[src/rtl/arith_pkg.sv]
// Shared definitions for the arithmetic block: divider state encoding,
// the common operand width and width-generic constant helpers.
package arith_pkg;

   localparam int DIV_WIDTH = 32;

   typedef enum logic [2:0] {
      S_IDLE = 3'd0,
      S_PREP = 3'd1,
      S_ITER = 3'd2,
      S_FIX  = 3'd3,
      S_DONE = 3'd4
   } div_state_e;

   // Helpers return 64-bit patterns; callers keep the low w bits (w <= 64).
   function automatic logic [63:0] min_int(input int w);
      return 64'd1 << (w - 1);
   endfunction

   function automatic logic [63:0] all_ones(input int w);
      return (w >= 64) ? {64{1'b1}} : ((64'd1 << w) - 64'd1);
   endfunction

endpackage

[src/rtl/booth_divider_step.sv]
// One radix-2 non-restoring division step on a WIDTH+1 bit partial remainder.
module booth_divider_step
   import arith_pkg::*;
#(
   parameter int WIDTH = DIV_WIDTH
) (
   input  logic signed [WIDTH:0]   rem_i,
   input  logic        [WIDTH-1:0] q_i,
   input  logic        [WIDTH-1:0] d_i,
   output logic signed [WIDTH:0]   rem_o,
   output logic        [WIDTH-1:0] q_o
);

   logic [WIDTH:0] shifted;
   logic [WIDTH:0] d_ext;

   always_comb begin
      shifted = {rem_i[WIDTH-1:0], q_i[WIDTH-1]};
      d_ext   = {1'b0, d_i};
      // A negative remainder is repaired by adding, a non-negative one is reduced by subtracting.
      rem_o   = rem_i[WIDTH] ? $signed(shifted + d_ext) : $signed(shifted - d_ext);
      q_o     = {q_i[WIDTH-2:0], ~rem_o[WIDTH]};
   end

endmodule

[src/rtl/booth_divider.sv]
// Iterative signed divider: sign/magnitude pre-processing, one quotient bit
// per clock, remainder correction and sign restoration, held results.
module booth_divider
   import arith_pkg::*;
#(
   parameter int WIDTH = DIV_WIDTH
) (
   input  logic                    clk,
   input  logic                    rst,
   input  logic                    start,
   input  logic signed [WIDTH-1:0] dividend,
   input  logic signed [WIDTH-1:0] divisor,
   output logic                    busy,
   output logic                    done,
   output logic signed [WIDTH-1:0] quotient,
   output logic signed [WIDTH-1:0] remainder,
   output logic                    div_by_zero,
   output logic                    overflow
);

   localparam int              CW     = $clog2(WIDTH);
   localparam logic [CW-1:0]   LAST   = CW'(WIDTH - 1);
   localparam logic [63:0]     MIN64  = min_int(WIDTH);
   localparam logic [63:0]     ONES64 = all_ones(WIDTH);
   localparam logic [WIDTH-1:0] MIN_V  = MIN64[WIDTH-1:0];
   localparam logic [WIDTH-1:0] ONES_V = ONES64[WIDTH-1:0];

   div_state_e state_q, state_d;
   logic [CW-1:0] cnt_q, cnt_d;
   logic signed [WIDTH-1:0] a_q, a_d, b_q, b_d;
   logic signed [WIDTH:0] rem_q, rem_d, step_rem;
   logic [WIDTH-1:0] qr_q, qr_d, step_q, dm_q, dm_d;
   logic [WIDTH-1:0] a_mag, b_mag, r_mag;
   logic q_sign_q, q_sign_d, r_sign_q, r_sign_d;
   logic spec_dz_q, spec_dz_d, spec_ov_q, spec_ov_d;
   logic signed [WIDTH-1:0] quo_q, quo_d, rmd_q, rmd_d;
   logic dz_q, dz_d, ov_q, ov_d;

   booth_divider_step #(.WIDTH(WIDTH)) u_step (
      .rem_i (rem_q),
      .q_i   (qr_q),
      .d_i   (dm_q),
      .rem_o (step_rem),
      .q_o   (step_q)
   );

   // MIN_INT negates to itself, which reads correctly as 2^(WIDTH-1) unsigned.
   assign a_mag = a_q[WIDTH-1] ? -a_q : a_q;
   assign b_mag = b_q[WIDTH-1] ? -b_q : b_q;
   assign r_mag = rem_q[WIDTH] ? (rem_q[WIDTH-1:0] + dm_q) : rem_q[WIDTH-1:0];

   always_comb begin
      state_d   = state_q;
      cnt_d     = cnt_q;
      a_d       = a_q;
      b_d       = b_q;
      rem_d     = rem_q;
      qr_d      = qr_q;
      dm_d      = dm_q;
      q_sign_d  = q_sign_q;
      r_sign_d  = r_sign_q;
      spec_dz_d = spec_dz_q;
      spec_ov_d = spec_ov_q;
      quo_d     = quo_q;
      rmd_d     = rmd_q;
      dz_d      = dz_q;
      ov_d      = ov_q;
      case (state_q)
         S_IDLE, S_DONE: begin
            if (start) begin
               state_d = S_PREP;
               a_d     = dividend;
               b_d     = divisor;
            end else begin
               state_d = S_IDLE;
            end
         end
         S_PREP: begin
            q_sign_d  = a_q[WIDTH-1] ^ b_q[WIDTH-1];
            r_sign_d  = a_q[WIDTH-1];
            rem_d     = '0;
            qr_d      = a_mag;
            dm_d      = b_mag;
            cnt_d     = '0;
            spec_dz_d = (b_q == '0);
            spec_ov_d = (a_q == MIN_V) && (b_q == ONES_V);
            // Special cases skip the iterations and resolve in FIX.
            state_d   = (spec_dz_d || spec_ov_d) ? S_FIX : S_ITER;
         end
         S_ITER: begin
            rem_d = step_rem;
            qr_d  = step_q;
            cnt_d = cnt_q + 1'b1;
            if (cnt_q == LAST) state_d = S_FIX;
         end
         S_FIX: begin
            state_d = S_DONE;
            if (spec_dz_q) begin
               quo_d = ONES_V;
               rmd_d = a_q;
               dz_d  = 1'b1;
               ov_d  = 1'b0;
            end else if (spec_ov_q) begin
               quo_d = MIN_V;
               rmd_d = '0;
               dz_d  = 1'b0;
               ov_d  = 1'b1;
            end else begin
               quo_d = q_sign_q ? -qr_q : qr_q;
               rmd_d = r_sign_q ? -r_mag : r_mag;
               dz_d  = 1'b0;
               ov_d  = 1'b0;
            end
         end
         default: state_d = S_IDLE;
      endcase
   end

   always_ff @(posedge clk or negedge rst) begin
      if (!rst) begin
         state_q   <= S_IDLE;
         cnt_q     <= '0;
         a_q       <= '0;
         b_q       <= '0;
         rem_q     <= '0;
         qr_q      <= '0;
         dm_q      <= '0;
         q_sign_q  <= 1'b0;
         r_sign_q  <= 1'b0;
         spec_dz_q <= 1'b0;
         spec_ov_q <= 1'b0;
         quo_q     <= '0;
         rmd_q     <= '0;
         dz_q      <= 1'b0;
         ov_q      <= 1'b0;
      end else begin
         state_q   <= state_d;
         cnt_q     <= cnt_d;
         a_q       <= a_d;
         b_q       <= b_d;
         rem_q     <= rem_d;
         qr_q      <= qr_d;
         dm_q      <= dm_d;
         q_sign_q  <= q_sign_d;
         r_sign_q  <= r_sign_d;
         spec_dz_q <= spec_dz_d;
         spec_ov_q <= spec_ov_d;
         quo_q     <= quo_d;
         rmd_q     <= rmd_d;
         dz_q      <= dz_d;
         ov_q      <= ov_d;
      end
   end

   assign busy        = (state_q == S_PREP) || (state_q == S_ITER) || (state_q == S_FIX);
   assign done        = (state_q == S_DONE);
   assign quotient    = quo_q;
   assign remainder   = rmd_q;
   assign div_by_zero = dz_q;
   assign overflow    = ov_q;

endmodule

[config.mk]
export PLATFORM = sky130hd
export DESIGN_NAME = booth_divider
export DESIGN_NICKNAME = d
export VERILOG_FILES = /design/src/rtl/arith_pkg.sv /design/src/rtl/booth_divider_step.sv /design/src/rtl/booth_divider.sv
export SDC_FILE = /design/constraint.sdc
export NUM_CORES = 1
export LEC_CHECK = 0
export ABC_AREA = 1
export BUFFER_PORTS_ARGS = -buffer_cell sky130_fd_sc_hd__buf_2
export CAP_MARGIN = 20
export CORE_MARGIN = 5
export CORE_UTILIZATION = 60
export DETAILED_ROUTE_END_ITERATION = 16
export PLACE_DENSITY_LB_ADDON = 0.1
export SLEW_MARGIN = 20
export SYNTH_ARGS = -nofsm -noshare
export SYNTH_HDL_FRONTEND = slang
export SYNTH_SLANG_ARGS = --single-unit
[constraint.sdc]
create_clock -name clk -period 4.85 [get_ports clk]
set_clock_uncertainty 0.1 [all_clocks]
set_input_delay 0.2425 -clock clk [delete_from_list [all_inputs] [get_ports clk]]
set_output_delay 0.2425 -clock clk [all_outputs]
set_load 0.1 [all_outputs]
==> results of run 1 <==
-- worst max-delay path by stage --
stage	startpoint	end	slack (ns)
after floorplan	rem_q[32]	rem_q[22]	1.26
after global placement	dm_q[1]	qr_q[0]	0.83
after detailed placement	dm_q[1]	qr_q[0]	0.76
after CTS	dm_q[1]	qr_q[0]	0.69
after global routing	dm_q[1]	qr_q[0]	0.25
final	dm_q[1]	qr_q[0]	0.63
-- flip-flops by register name, summed over array words and instances (netlist names), 3 cells and up --
signal     count
qr_q          32
rem_q         33
state_q        3
quotient      32
dm_q          32
a_q           32
remainder     32
b_q           32
cnt_q          5
-- layer usage --
metal	GRT usage	part of all wire	vias to the layer above	wire [um]
met5	0.0237	0.0021	-	127
met4	0.116	0.039	6	2300
met3	0.0662	0.097	147	5770
met2	0.533	0.43	981	25500
met1	0.511	0.43	8352	25600
li1	-	-	8524	-
-- synthesized netlist by cell type, types with 7 or more instances --
cell type,number,area share
inv_1,318,0.068
nor3_1,39,0.011
xnor2_1,25,0.012
xor2_1,90,0.045
ha_1,71,0.051
a21oi_1,125,0.036
dfrtp_1,239,0.34
o211ai_1,36,0.015
mux2_2,30,0.019
nand2_1,666,0.14
or2_2,10,0.0036
buf_2,9,0.0026
nand4_1,41,0.015
nand3_2,12,0.0068
a22oi_1,22,0.0094
o21ai_1,14,0.0040
o21ai_2,7,0.0035
nand2_2,17,0.0061
buf_1,12,0.0026
nor2_2,11,0.0039
nor3_2,11,0.0063
nand3_1,137,0.039
clkbuf_1,58,0.012
nor2_1,236,0.050
o22ai_1,10,0.0036
nor4_1,16,0.0057
o21ai_0,134,0.038
inv_2,8,0.0017
o221ai_1,30,0.015
-- cell type report --
class                      count  area, um2  area share
clock inverter                 8        124     0.00615
inverter                     329       1230      0.0613
timing repair buffer         215       1460      0.0727
sequential                   239       5980       0.297
tap                          384        480      0.0239
multi-input combinational   1849      10000       0.499
clock buffer                  40        805      0.0400
-- kinds of logic (layout without fill, tap and decap cells) --
kind of cell,Yosys count,count (layout)
and+or+nand+nor,1215,1215
AOI/OAI and AO/OA,416,416
buffers and inverters,409,592
DFF,239,239
xor gates and xnor gates,115,115
adders and majority gates,73,73
muxes,30,30
-- metrics by stage --
stage	utilization	area, um2	cells
2_1_floorplan	-	17500	2497
3_3_place_gp	0.644	18500	2951
3_5_place_dp	0.644	18500	2951
4_1_cts	0.699	20100	3064
5_1_grt	0.700	20100	3064
6_report	0.700	20100	3064
-- timing repair --
item / 4_1_cts / 5_1_grt
setup endpoints to repair: 0 / 0
hold buffers: 65 / 0
hold endpoints to repair: 173 / 0
setup buffers: 0 / 0
==> results_dict.tcl, run 1 <==
set metrics [dict create \
    status "finished clean" \
    wl_per_cell_um 19.3 \
    worstSetupStartpointType "flop" \
    area_growth_syn_to_layout_pct 14.7 \
    synthFlopType "dfrtp_1" \
    vias 18000 \
    fp.dieW_um 181 \
    synthMuxAreaShare 0.0193 \
    slew_headroom 0.297 \
    nNetsFinal 2801 \
    critPathRequiredTime_ns 5.15 \
    ys_types 53 \
    antenna_left 0 \
    finalCritPeriodShare 0.870 \
    crit_chain "inv_1 -> ha_1 -> nand4_1 -> nor3_2 -> nand2_1 -> nor2_1 -> inv_1 -> nor2_1 -> nand4_1 -> or2_2 -> nand2_1 -> xor2_1 -> ha_1 -> nand2_1 -> a21oi_1 -> a211oi_1 -> o21ai_0 -> a21oi_1 -> a21oi_1 -> o21ai_0 -> nand3_1 -> nand2_1 -> o21ai_0" \
    antenna_found_initial 3 \
    path_clk_slew_ns 0.06 \
    min_period_ns 4.22 \
    async_flop_share 1.00 \
    syn_nets 2637 \
    ys_ff_latch 239 \
    syn_area_per_cell_um2 7.03 \
    wl_um 59200 \
    dp_hpwl_um 43700 \
    die_area_um2 32800 \
    grt_max_degree 131 \
    syn_area_um2 17500 \
    htree_levels 1 \
    gr-total-overflow 0 \
    drtPass1Iterations 5 \
    drc_errors 0 \
    crit_family "simple AND/OR/NAND/NOR gates" \
    synth_edf_count 0 \
    r2r-end "qr_q[0]" \
    critical_path_class "reg -> reg" \
    gr-usage-all-layers 0.353 \
    final_max_slew_viol_count 0 \
    hp-class "in -> async" \
    worst_path_max_delay_cell "dfrtp_1" \
    drt_iter0_markers 2130 \
    cp_common_cell "nand2_1" \
    worst_pin_slew_ns 1.05 \
    cts_made_buffers 27 \
    worstRegToRegCells 23 \
    synthXorXnorAreaFrac 0.0574 \
    synth_top_family_by_area "simple AND/OR/NAND/NOR gates" \
    reg2reg_setup_slack_ns 0.63 \
    ioPinCount 135 \
    end_kind "flop" \
    grt_pass1_vias 17100 \
    drive_above_1_share 0.117 \
    antenna_cells 0 \
    dp_slack_ns 0.760 \
    worst-path-buf-inv 2 \
    finalWorstSetupSlack_ns 0.630 \
    cts_num_sinks 239 \
    grt_pass1_wl_um 93600 \
    viasPerCell 5.88 \
    fmax_mhz 237 \
    final_cell_mix "665 x nand2_1, 316 x inv_1, 238 x dfrtp_1" \
    setup_viol 0 \
    fillCellCount 2378 \
    cap_violations 0 \
    synth_compound_area_frac 0.142 \
    cts_tree "done" \
    max_stage_delay_ns 0.42 \
    start_util 0.610 \
    core_um2 28800 \
    fp.dieH_um 181 \
    path_depth 23 \
    clk_latency_ns 0.56 \
    hold_ws_ns 0.227 \
    hold_violations 0 \
    final_common_cell "nand2_1" \
    num_rows 62 \
    tns_ns 0 \
    clockBufferDepth 3 \
    synthSimpleGateAreaFrac 0.300 \
    postCtsResizedCells 0 \
    root_buffer "clkbuf_16" \
    synth_fa_ha_area_frac 0.0529 \
    ys_warn_count 0 \
    r2r_start "dm_q[1]" \
    seq_area_frac_synth 0.341 \
    numPortBuffers 134 \
    gp_congestion 1.05 \
    syn_inst 2497 \
    rsz0062_at_grt "false" \
    arrival_ns 4.52 \
    path_max_fanout 5 \
]
Power of run 1 is left out: the tool's default activity adds up to more than one toggle a clock period on the data nets, which glitch-free logic cannot reach.
==> run 2: changes to the inputs <==
--- a/config.mk
+++ b/config.mk
@@ -12,6 +12,7 @@
 export CORE_UTILIZATION = 60
 export DETAILED_ROUTE_END_ITERATION = 16
 export PLACE_DENSITY_LB_ADDON = 0.1
+export RECOVER_POWER = 100
 export SLEW_MARGIN = 20
 export SYNTH_ARGS = -nofsm -noshare
 export SYNTH_HDL_FRONTEND = slang
==> results_dict.tcl, run 2 (synthesized netlist as in run 1, its figures left out) <==
set metrics [dict create \
    postCtsResizedCells 0 \
    worstRegToRegCells 16 \
    grt_pass1_vias 17100 \
    root_buffer "clkbuf_16" \
    reg2reg_setup_slack_ns 0.35 \
    cts_made_buffers 27 \
    dp_hpwl_um 43700 \
    violations "max-capacitance violations, max-slew violations" \
    critical_path_class "reg -> reg" \
    crit_family "compound AO/OA/AOI/OAI gates" \
    met2_usage 0.533 \
    path_clk_slew_ns 0.06 \
    worst-path-buf-inv 1 \
    grtUsageMet1 0.511 \
    met3_usage 0.0662 \
    min_period_ns 4.50 \
    path_max_fanout 24 \
    clockBufferDepth 3 \
    antenna_cells 0 \
    rsz0062_at_grt "false" \
    drtPass1Iterations 8 \
    fillCellCount 2441 \
    cap_violations 2 \
    drt_iter0_markers 2125 \
    regMostFlops "rem_q" \
    tns_ns 0 \
    crit_chain "inv_1 -> nand2_1 -> o21ai_0 -> nor2_1 -> xor2_1 -> ha_1 -> nand2_1 -> a21oi_1 -> a211oi_1 -> o21ai_0 -> a21oi_1 -> a21oi_1 -> o21ai_0 -> nand3_1 -> nand2_1 -> o21ai_0" \
    holdBufCountCts 65 \
    hold-path-cell-count 3 \
    area_growth_syn_to_layout_pct 13.9 \
    status "complete, but fails checks" \
    arrival_ns 4.78 \
    finalCritPeriodShare 0.929 \
    antenna_found_initial 3 \
    end_kind "flop" \
    fp.dieH_um 181 \
    final_cells 3064 \
    drive_above_1_share 0.0873 \
    r2r_start "rem_q[32]" \
    startpoint "rem_q[32]" \
    start_util 0.610 \
    core_um2 28800 \
    num_rows 62 \
    r2r-end "qr_q[0]" \
    final_max_slew_viol_count 210 \
    numPortBuffers 134 \
    cts_num_sinks 239 \
    die_area_um2 32800 \
    slew_headroom -1.34 \
    grt_max_degree 131 \
    hold_ws_ns 0.355 \
    wl_um 59400 \
    final_cell_mix "666 x nand2_1, 318 x inv_1, 239 x dfrtp_1" \
    critPathRequiredTime_ns 5.12 \
    grt.busiest_layer "met2" \
    grt_pass1_wl_um 93600 \
    viasPerCell 5.90 \
    worstSetupStartpointType "flop" \
    hold_violations 0 \
    worst_pin_slew_ns 3.51 \
    gp_congestion 1.05 \
    fp.dieW_um 181 \
    worst_path_max_delay_cell "dfrtp_1" \
    largest_reg_flops 33 \
    vias 18100 \
    gr-total-overflow 0 \
    hold_path_end "b_q[7]" \
    cts_tree "done" \
    min-delay-start "divisor[7]" \
    ioPinCount 135 \
    antenna_left 0 \
    cp_common_cell "o21ai_0" \
    nNetsFinal 2801 \
    clk_latency_ns 0.56 \
    wl_per_cell_um 19.4 \
    gr-usage-all-layers 0.353 \
    cts_setup_buffers 0 \
    fmax_mhz 222 \
    htree_levels 1 \
    final_common_cell "nand2_1" \
    hp-class "in -> reg" \
    setup_viol 0 \
    max_stage_delay_ns 1.01 \
    drc_errors 0 \
    dp.cells 2951 \
]
==> run 2: cell count changes in the layout (fill, tap and decap cells not counted), moves of 2 or more <==
cell / before / now
o21ai_0: 134 / 143
buf_2: 133 / 65
o21ai_1: 14 / 5
clkbuf_1: 5 / 76
nor3_2: 13 / 11
buf_4: 15 / 7
clkbuf_2: 0 / 6
inv_2: 10 / 7
nor3_1: 37 / 39
inv_1: 316 / 318
==> run 2: through the flow <==
stage               setup slack, ns  utilization  instance area (um2)
CTS                           0.695        0.699                20100
global placement              0.830        0.644                18500
detailed placement            0.760        0.644                18500
finish                        0.346        0.694                20000
global route                  0.153        0.694                20000
floorplan                      1.26            -                17500
==> run 2: per-layer routing <==
metal / vias to the layer above / share of wire
li1: 8527 / -
met1: 8383 / 0.43
met2: 1011 / 0.43
met3: 161 / 0.10
met4: 8 / 0.039
met5: - / 0.0024
==> run 2: layout make-up <==
| class | count | area (um2) | area share |
|---|---|---|---|
| multi-input combinational | 1849 | 10000 | 0.501 |
| clock inverter | 8 | 124 | 0.00620 |
| inverter | 329 | 1230 | 0.0618 |
| clock buffer | 40 | 805 | 0.0403 |
| timing repair buffer | 215 | 1350 | 0.0673 |
| tap | 384 | 480 | 0.0240 |
| sequential | 239 | 5980 | 0.299 |
==> run 2: how the worst max path moves through the flow <==
stage                end  slack [ns]  cells after the start
2_1_floorplan  rem_q[22]        1.26                     26
3_3_place_gp     qr_q[0]        0.83                     23
3_5_place_dp     qr_q[0]        0.76                     23
4_1_cts          qr_q[0]        0.69                     23
5_1_grt          qr_q[0]        0.15                     23
6_report         qr_q[0]        0.35                     16
==> run 2: worst min-delay path: cells and delay by family <==
kind                   cells  cell delay (ns)
buffers and inverters      2             0.60
muxes                      1             0.12
Power of run 2 is left out for the same reason.
